==> config.mk <==
export PLATFORM = sky130hd
export DESIGN_NAME = ccl_rd_ctr
export DESIGN_NICKNAME = d
export VERILOG_FILES = /design/src/rtl/ccl_pkg.sv /design/src/rtl/ccl_idx_cnt.sv /design/src/rtl/ccl_rd_ctr.sv
export SDC_FILE = /design/constraint.sdc
export NUM_CORES = 1
export LEC_CHECK = 0
export CAP_MARGIN = 40
export CELL_PAD_IN_SITES_DETAIL_PLACEMENT = 1
export CELL_PAD_IN_SITES_GLOBAL_PLACEMENT = 2
export CORE_MARGIN = 2
export CORE_UTILIZATION = 29
export DETAILED_ROUTE_END_ITERATION = 7
export GPL_ROUTABILITY_DRIVEN = 0
export HOLD_SLACK_MARGIN = 0.02
export PLACE_DENSITY = 0.89
export SLEW_MARGIN = 20
export SYNTH_ARGS = -nofsm -noshare
export SYNTH_HDL_FRONTEND = slang
export SYNTH_SLANG_ARGS = --single-unit
==> constraint.sdc <==
create_clock -name clk -period 2.55 [get_ports clk]
set_input_delay 0.3825 -clock clk [delete_from_list [all_inputs] [get_ports clk]]
set_output_delay 0.3825 -clock clk [all_outputs]
set_load 0.02 [all_outputs]
==> src/rtl/ccl_pkg.sv <==
// Shared definitions for the CCL result-buffer drain controller.
// Build option: CCL_RD_HDR_EN adds a 0xA5 header byte ahead of the drain stream.
package ccl_pkg;

  localparam int unsigned CCL_MAX_LEN  = 4;
  localparam int unsigned CCL_POS_LAST = 9;
  localparam logic [7:0]  CCL_HDR_BYTE = 8'hA5;

  typedef enum logic [2:0] {
    ST_IDLE = 3'd0,
    ST_HDR  = 3'd1,
    ST_READ = 3'd2,
    ST_WAIT = 3'd3,
    ST_SEND = 3'd4,
    ST_FIN  = 3'd5
  } ccl_state_e;

endpackage

==> src/rtl/ccl_idx_cnt.sv <==
// Nested (len, pos) index counter for the drain walk: pos is the inner index,
// len the outer one. clr reloads (1, 0) and takes priority over adv.
module ccl_idx_cnt
  import ccl_pkg::*;
#(
  parameter int unsigned MAX_LEN  = CCL_MAX_LEN,
  parameter int unsigned POS_LAST = CCL_POS_LAST
) (
  input  logic       clk,
  input  logic       rst_n,
  input  logic       clr,
  input  logic       adv,
  output logic [2:0] len,
  output logic [3:0] pos,
  output logic       is_last
);

  localparam logic [2:0] LEN_TOP = 3'(MAX_LEN);
  localparam logic [3:0] POS_TOP = 4'(POS_LAST);

  logic [2:0] len_q, len_d;
  logic [3:0] pos_q, pos_d;

  // Next index: pos wraps into a len increment; len saturates at its top.
  always_comb begin
    len_d = len_q;
    pos_d = pos_q;
    if (clr) begin
      len_d = 3'd1;
      pos_d = '0;
    end else if (adv) begin
      if (pos_q == POS_TOP) begin
        pos_d = '0;
        if (len_q != LEN_TOP) len_d = len_q + 3'd1;
      end else begin
        pos_d = pos_q + 4'd1;
      end
    end
  end

  // Index registers with synchronous reset to the first entry.
  always_ff @(posedge clk) begin
    if (!rst_n) begin
      len_q <= 3'd1;
      pos_q <= '0;
    end else begin
      len_q <= len_d;
      pos_q <= pos_d;
    end
  end

  assign len     = len_q;
  assign pos     = pos_q;
  assign is_last = (len_q == LEN_TOP) && (pos_q == POS_TOP);

endmodule

==> src/rtl/ccl_rd_ctr.sv <==
// Drain-side controller for the CCL result buffer. Walks every (len, pos)
// entry in scan order, issues one read per entry, captures the returned byte
// and streams it out over valid/ready. Three cycles per byte at full rate.
// Build option: CCL_RD_HDR_EN inserts a 0xA5 header byte before the entries.
module ccl_rd_ctr
  import ccl_pkg::*;
#(
  parameter int unsigned MAX_LEN  = CCL_MAX_LEN,
  parameter int unsigned POS_LAST = CCL_POS_LAST,
  parameter int unsigned DATA_W   = 8
) (
  input  logic              clk,
  input  logic              rst_n,
  input  logic              start,
  output logic              rd_en,
  output logic [2:0]        rd_len,
  output logic [3:0]        rd_pos,
  input  logic [DATA_W-1:0] rd_data,
  output logic              out_valid,
  output logic [DATA_W-1:0] out_data,
  output logic              out_last,
  input  logic              out_ready,
  output logic              busy,
  output logic              done
);

  ccl_state_e        state_q;
  logic              rd_en_q;
  logic              out_valid_q;
  logic [DATA_W-1:0] out_data_q;
  logic              out_last_q;
  logic              busy_q;
  logic              done_q;

  logic              cnt_clr;
  logic              cnt_adv;
  logic              cnt_last;
  logic              hs;

  assign hs = out_valid_q && out_ready;

  ccl_idx_cnt #(
    .MAX_LEN  (MAX_LEN),
    .POS_LAST (POS_LAST)
  ) u_idx (
    .clk     (clk),
    .rst_n   (rst_n),
    .clr     (cnt_clr),
    .adv     (cnt_adv),
    .len     (rd_len),
    .pos     (rd_pos),
    .is_last (cnt_last)
  );

  // Counter control: step after each non-final handshake, reload on FIN or
  // on any encoding the FSM does not recognise.
  always_comb begin
    cnt_clr = 1'b0;
    cnt_adv = 1'b0;
    case (state_q)
      ST_IDLE, ST_READ, ST_WAIT: ;
`ifdef CCL_RD_HDR_EN
      ST_HDR: ;
`endif
      ST_SEND: cnt_adv = hs && !cnt_last;
      ST_FIN:  cnt_clr = 1'b1;
      default: cnt_clr = 1'b1;
    endcase
  end

  // Drain FSM; every output is a register set on the transition into the
  // state where it must be visible (rd_en in READ, done in FIN).
  always_ff @(posedge clk) begin
    if (!rst_n) begin
      state_q     <= ST_IDLE;
      rd_en_q     <= 1'b0;
      out_valid_q <= 1'b0;
      out_data_q  <= '0;
      out_last_q  <= 1'b0;
      busy_q      <= 1'b0;
      done_q      <= 1'b0;
    end else begin
      rd_en_q <= 1'b0;
      done_q  <= 1'b0;
      case (state_q)
        ST_IDLE: begin
          if (start) begin
            busy_q <= 1'b1;
`ifdef CCL_RD_HDR_EN
            state_q     <= ST_HDR;
            out_valid_q <= 1'b1;
            out_data_q  <= DATA_W'(CCL_HDR_BYTE);
            out_last_q  <= 1'b0;
`else
            state_q <= ST_READ;
            rd_en_q <= 1'b1;
`endif
          end
        end
`ifdef CCL_RD_HDR_EN
        ST_HDR: begin
          if (hs) begin
            out_valid_q <= 1'b0;
            state_q     <= ST_READ;
            rd_en_q     <= 1'b1;
          end
        end
`endif
        ST_READ: state_q <= ST_WAIT;
        ST_WAIT: begin
          out_data_q  <= rd_data;
          out_last_q  <= cnt_last;
          out_valid_q <= 1'b1;
          state_q     <= ST_SEND;
        end
        ST_SEND: begin
          if (hs) begin
            out_valid_q <= 1'b0;
            if (cnt_last) begin
              state_q <= ST_FIN;
              done_q  <= 1'b1;
            end else begin
              state_q <= ST_READ;
              rd_en_q <= 1'b1;
            end
          end
        end
        ST_FIN: begin
          out_last_q <= 1'b0;
          busy_q     <= 1'b0;
          state_q    <= ST_IDLE;
        end
        default: begin
          state_q     <= ST_IDLE;
          out_valid_q <= 1'b0;
          out_data_q  <= '0;
          out_last_q  <= 1'b0;
          busy_q      <= 1'b0;
        end
      endcase
    end
  end

  assign rd_en     = rd_en_q;
  assign out_valid = out_valid_q;
  assign out_data  = out_data_q;
  assign out_last  = out_last_q;
  assign busy      = busy_q;
  assign done      = done_q;

endmodule

; ---- Word-level counts from Yosys, hierarchy flattened
; Cells that the tools add are included.
[word_totals]
regBits = 23
latch_bits = 0
ram_bits = 0
mem_bits_ro = 0
in_bits = 12
out_inout_bits = 20
word_cells = 55
mem_count = 0
[op_classes]
n_addsub = 2
multipliers = 0
div = 0
magnitude_cmp = 0
eq_ne = 9
shift = 0
n_mux = 17
bitwise = 2
n_reduce_logical = 16
[ops]
columns = op, count
row1 = one-hot mux 8 bit (2 select lines), 1
row2 = one-hot mux 3 bit (4 select lines), 1
row3 = "equality test 3 bit, second input constant", 3
row4 = two-way mux 3 bit, 3
row5 = OR reduction 3 bit, 3
row6 = AND reduction 2 bit, 4
row7 = OR reduction 4 bit, 2
row8 = two-way mux 1 bit, 7
row9 = "equality test 3 x 2 -> 1 bit, second input constant", 2
row10 = one-hot mux 1 bit (2 select lines), 3
row11 = AND reduction 3 bit, 2
row12 = "adder 4 x 1 -> 4 bit, second input constant", 1
row13 = "equality test 4 bit, second input constant", 1
row14 = two-way mux 4 bit, 1
row15 = "!= test 2 bit, second input constant", 2
row16 = "adder 3 x 1 -> 3 bit, second input constant", 1
row17 = logical AND 1 bit, 3
row18 = logical NOT 3 bit, 1
row19 = "!= test 3 bit, second input constant", 1
row20 = one-hot mux 1 bit (3 select lines), 1
row21 = NOT 1 bit, 2
row22 = logical NOT 1 bit, 1

; ---- Logic depth before layout (Yosys ltp)
[depth]
word_depth = 6
mapped_depth = 6
depth_no_buf = 6

; ---- Cells and area by module
; Synthesis repeated with hierarchy kept, for this count alone.
[hier_totals]
cells_unflattened = 113
area_unflattened_um2 = 1047.3
[by_module_without_submodules]
columns = mod, n_inst, cells_per_inst, area_each_um2, seq_area_each_um2
row1 = ccl_rd_ctr, 1, 70, 674.4, 320.3
row2 = ccl_idx_cnt, 1, 43, 372.9, 140.1

; ---- Least setup slack after synthesis
; Ideal clock, no wire load.
[synth_path]
path_type = flip-flop to flip-flop
startpoint = reg u_idx.len_q[0] (netlist: u_idx.len[0])
endpoint = reg state_q[2]
setup_ps = 58
arrival_time_ps = 1553
t_required_ps = 2492
slack_ps = 939
path_stages_with_launch = 7
path_buffers = 0
synth_period_minus_slack_ps = 1611
cell_sequence = dfxtp_1 > inv_1 > ha_1 > nand2_1 > or4b_4 > a31oi_1 > o21a_1
[synth_between]
elab_chain_cells = 5
[synth_lines]
columns = item, line
row1 = "start, declared", ccl_idx_cnt.sv:21  ; logic [2:0] len_q, len_d;
row2 = "start signal, assigned", ccl_idx_cnt.sv:47  ; len_q <= len_d;
row3 = equality test 3 bit, ccl_idx_cnt.sv:54  ; assign is_last = (len_q == LEN_TOP) && (pos_q == POS_TOP);
row4 = logical AND 1 bit, ccl_idx_cnt.sv:54
row5 = two-way mux 3 bit, ccl_rd_ctr.sv:119  ; if (cnt_last) begin
row6 = two-way mux 3 bit, ccl_rd_ctr.sv:117  ; if (hs) begin
row7 = one-hot mux 3 bit (4 select lines), ccl_rd_ctr.sv:85  ; case (state_q)
row8 = "end signal, assigned", ccl_rd_ctr.sv:114  ; state_q <= ST_SEND;
row9 = "end signal, assigned", ccl_rd_ctr.sv:120  ; state_q <= ST_FIN;
row10 = "end signal, assigned", ccl_rd_ctr.sv:123  ; state_q <= ST_READ;
row11 = "end, declared", ccl_rd_ctr.sv:27  ; ccl_state_e state_q;
; Every way passes these cells. The select of a mux whose other input is x is not followed.
; A chain may end at the register's enable or synchronous reset.

; ---- Worst setup path in the final report
[layout_path]
startpoint = reg state_q[2]
endpoint = reg u_idx.len_q[0] (netlist: u_idx.len[0])
[layout_between]
elab_chain_cells = 3
word_cells_on_any_way = 8
cone_classes = 3 x eq/ne / 1 x mux / 4 x reduce/logical
[layout_lines]
columns = item, line
row1 = "start signal, assigned", ccl_rd_ctr.sv:75  ; state_q <= ST_IDLE;
row2 = "start signal, assigned", ccl_rd_ctr.sv:95  ; state_q <= ST_READ;
row3 = "start signal, assigned", ccl_rd_ctr.sv:109  ; ST_READ: state_q <= ST_WAIT;
row4 = equality test 3 bit (tied with other cells), ccl_rd_ctr.sv:60  ; case (state_q)
row5 = OR reduction 4 bit (no source line) / two-way mux 1 bit (equally long branches), n/a
row6 = AND reduction 2 bit (no source line) / AND reduction 3 bit (equally long branches), n/a
; Several ways; a longest one is shown, not always the timed one.

==> summary.txt <==
Yosys
  – Synthesis warning total: 0
  – Mapped Area: 1110 sq um
  – Seq/Total Area, Yosys: 0.413
  – Synthesized area per cell: 8.71 sq um
  – Post-synth top area cell: dfxtp_1
  – Library cells used by synthesis: 34
  – Post-synthesis register bit count: 23
  – Largest cells by area after synthesis: dfxtp_1 (41%), o21ai_0 (5.4%), a22oi_1 (5.4%)
  – Mapped Nets: 142
  – Post-synth top area share: 0.413
  – Synth Instances: 128

Power
  – Leakage power: 0.507 nW
  – Cell Pwr Density: 448 nW/um^2
  – Total design power: 0.683 mW
  – Maximum VDD drop: 198 uV

Layout
  – Final net count: 175
  – Final Util: 0.414
  – Layout Cells excl Fill: 208
  – Filler cell count: 436
  – Share of cells above drive strength 1: 0.0750
  – Storage cell area: 460 sq um
  – Diodes inserted: 0
  – Area added between synthesis and finish: 36.9%
  – Footprint of the multi-input gates: 617 sq um

STA
  – Setup violators final: 0
  – Max-slew violation count: 0
  – RSZ-0062 raised after global routing: no
  – Setup tns final: 0 ps
  – Worst hold slack: 490 ps
  – Fmax: 496 MHz
  – Clk_skew: 2.92 ps
  – Worst Tran Pin Value: 562 ps
  – Slew HR: 0.625
  – Final worst path period share: 0.790
  – Tmin final: 2010 ps
  – Final hold viol count: 0

CTS
  – Clk pin slew, worst setup/hold paths: 80 ps
  – H-tree level count: 1
  – Cts bufs inserted: 3
  – CTS tree: built
  – Setup bufs post-CTS: 0
  – Clock sink count: 23
  – Hold-fix buffers, CTS: 0
  – CTS root buf: clkbuf_8
  – Max clock buf depth: 2
  – Worst skew pair latency: 260 ps
  – Post-CTS sizing: 0

Detailed routing
  – DRC Markers: 0
  – Initial DRC Count: 49
  – Routed Antenna Nets: 0
  – DR vias: 1048
  – Detailed-router iteration count before antenna repair: 4
  – Total Wirelength: 2930 um
  – Drt wl/cell: 14.1 um
  – Via density: 5.04

Outcome
  – Status: finished, final reports clean

Critical path
  – Worst Path Max Fanout: 16
  – Crit. End Element: flip-flop
  – Startpoint Class: flip-flop
  – Worst Path Required: 2700 ps
  – Worst Path Arrival: 2170 ps
  – Kind of critical path: reg -> reg

Run
  – Maxcap violations: 0

Hold path
  – HP Class: reg -> reg

Global routing
  – Overflow after GRT: 0
  – Total Routing Usage GR: 0.148
  – Largest net degree at the start of global routing: 17
  – First-pass GRT wire length: 4960 um
  – Vias in the first global route: 1100
  – Antenna violations before repair: 0

Die
  – Die Height: 66 um
  – # IOs: 32
  – Die area: 4360 sq um
  – Rows: 22
  – Core ar.: 3690 sq um
  – Die width: 66 um
  – Initial Util: 0.302

Placement
  – Dpl hpwl: 2220 um
  – I/O Buffers: 31
  – Placed insts: 204
-- cells by family after synthesis --
family / synth area share
simple gates: 0.304
compound gates: 0.219
fa+ha+maj: 0.0224
buf+inv: 0.0337
xor+xnor: 0.00786
flops: 0.413
-- stage by stage --
stage / cell area [sq um] / setup slack [ps]
floorplan: 1110 / 939
global placement: 1480 / 438
detailed placement: 1480 / 321
CTS: 1530 / 526
global route: 1530 / 425
finish: 1530 / 535
-- Yosys cell counts --
master and number:
and2b_1 1, nand4b_4 1, a211oi_1 1, dfxtp_1 23
nor2_1 4, nor2b_1 6, nand3_1 2, or3_1 3
o21a_1 1, nor4b_2 1, a22oi_1 8, nor4_1 2
and2_1 9, or4b_4 1, ha_1 2, nor4b_1 1
nand2b_1 2, o21ai_0 12, a21boi_0 1, nand2b_4 2
o21ba_2 1, inv_1 4, clkbuf_1 5, or4_4 1
nand2_1 13, a31oi_1 2, a32oi_1 1, clkinv_1 1
nor3_1 4, xnor2_1 1, o21ai_1 1, a21oi_1 7
o21bai_1 2, o31ai_1 2
-- cell type report --
type	count	share of cell area
multi-input combinational	95	0.404
timing repair buffer	33	0.213
clock buffer	4	0.0295
inverter	5	0.0123
sequential	23	0.302
tap	48	0.0393
-- cells in the final DEF (no fill, tap or decap), types with 3 or more instances in the layout --
master           count
clkbuf_8             3
or3_1                3
nand2_1             13
a22oi_1              8
a21oi_1              7
nor3_1               4
clkdlybuf4s50_1     31
nor2_1               4
inv_1                4
and2_1               9
dfxtp_1             23
o21ai_0             12
nor2b_1              6
-- routing by layer --
metal	global-route usage	vias up	routed length, um
met4	0.0383	0	0
met2	0.273	25	1530
met3	0.0307	0	123
met1	0.171	502	1280
li1	-	521	-
met5	0	-	0
-- power by group --
group          internal, mW  leakage [nW]  switching [mW]
clock                 0.111        0.0228           0.117
sequential            0.367         0.186          0.0103
combinational        0.0415         0.298          0.0356
total                 0.520         0.507           0.163
-- sequential cells by signal (all words and copies together) (netlist names) --
name	flops
busy	1
done	1
out_data	8
out_last	1
out_valid	1
rd_en	1
state_q	3
u_idx.len	3
u_idx.pos	4
-- critical path, stage by stage (launching register included) --
cell and delay, ps:
dfxtp_1 660, nand4b_4 280, nor4_1 510, a21oi_1 140, or3_1 320
-- path summary, 6_finish.rpt --
path	slack, ps	depth (start not counted)	to	startpoint
hold / removal	490	2	busy$_SDFFE_PN0P_	busy$_SDFFE_PN0P_
hold reg to reg	490	2	busy$_SDFFE_PN0P_	busy$_SDFFE_PN0P_
setup reg to reg	540	4	u_idx.len[0]$_SDFFE_PN1P_	state_q[2]$_SDFFE_PN0P_
setup / recovery	540	4	u_idx.len[0]$_SDFFE_PN1P_	state_q[2]$_SDFFE_PN0P_
(Power assumes the default switching activity.)
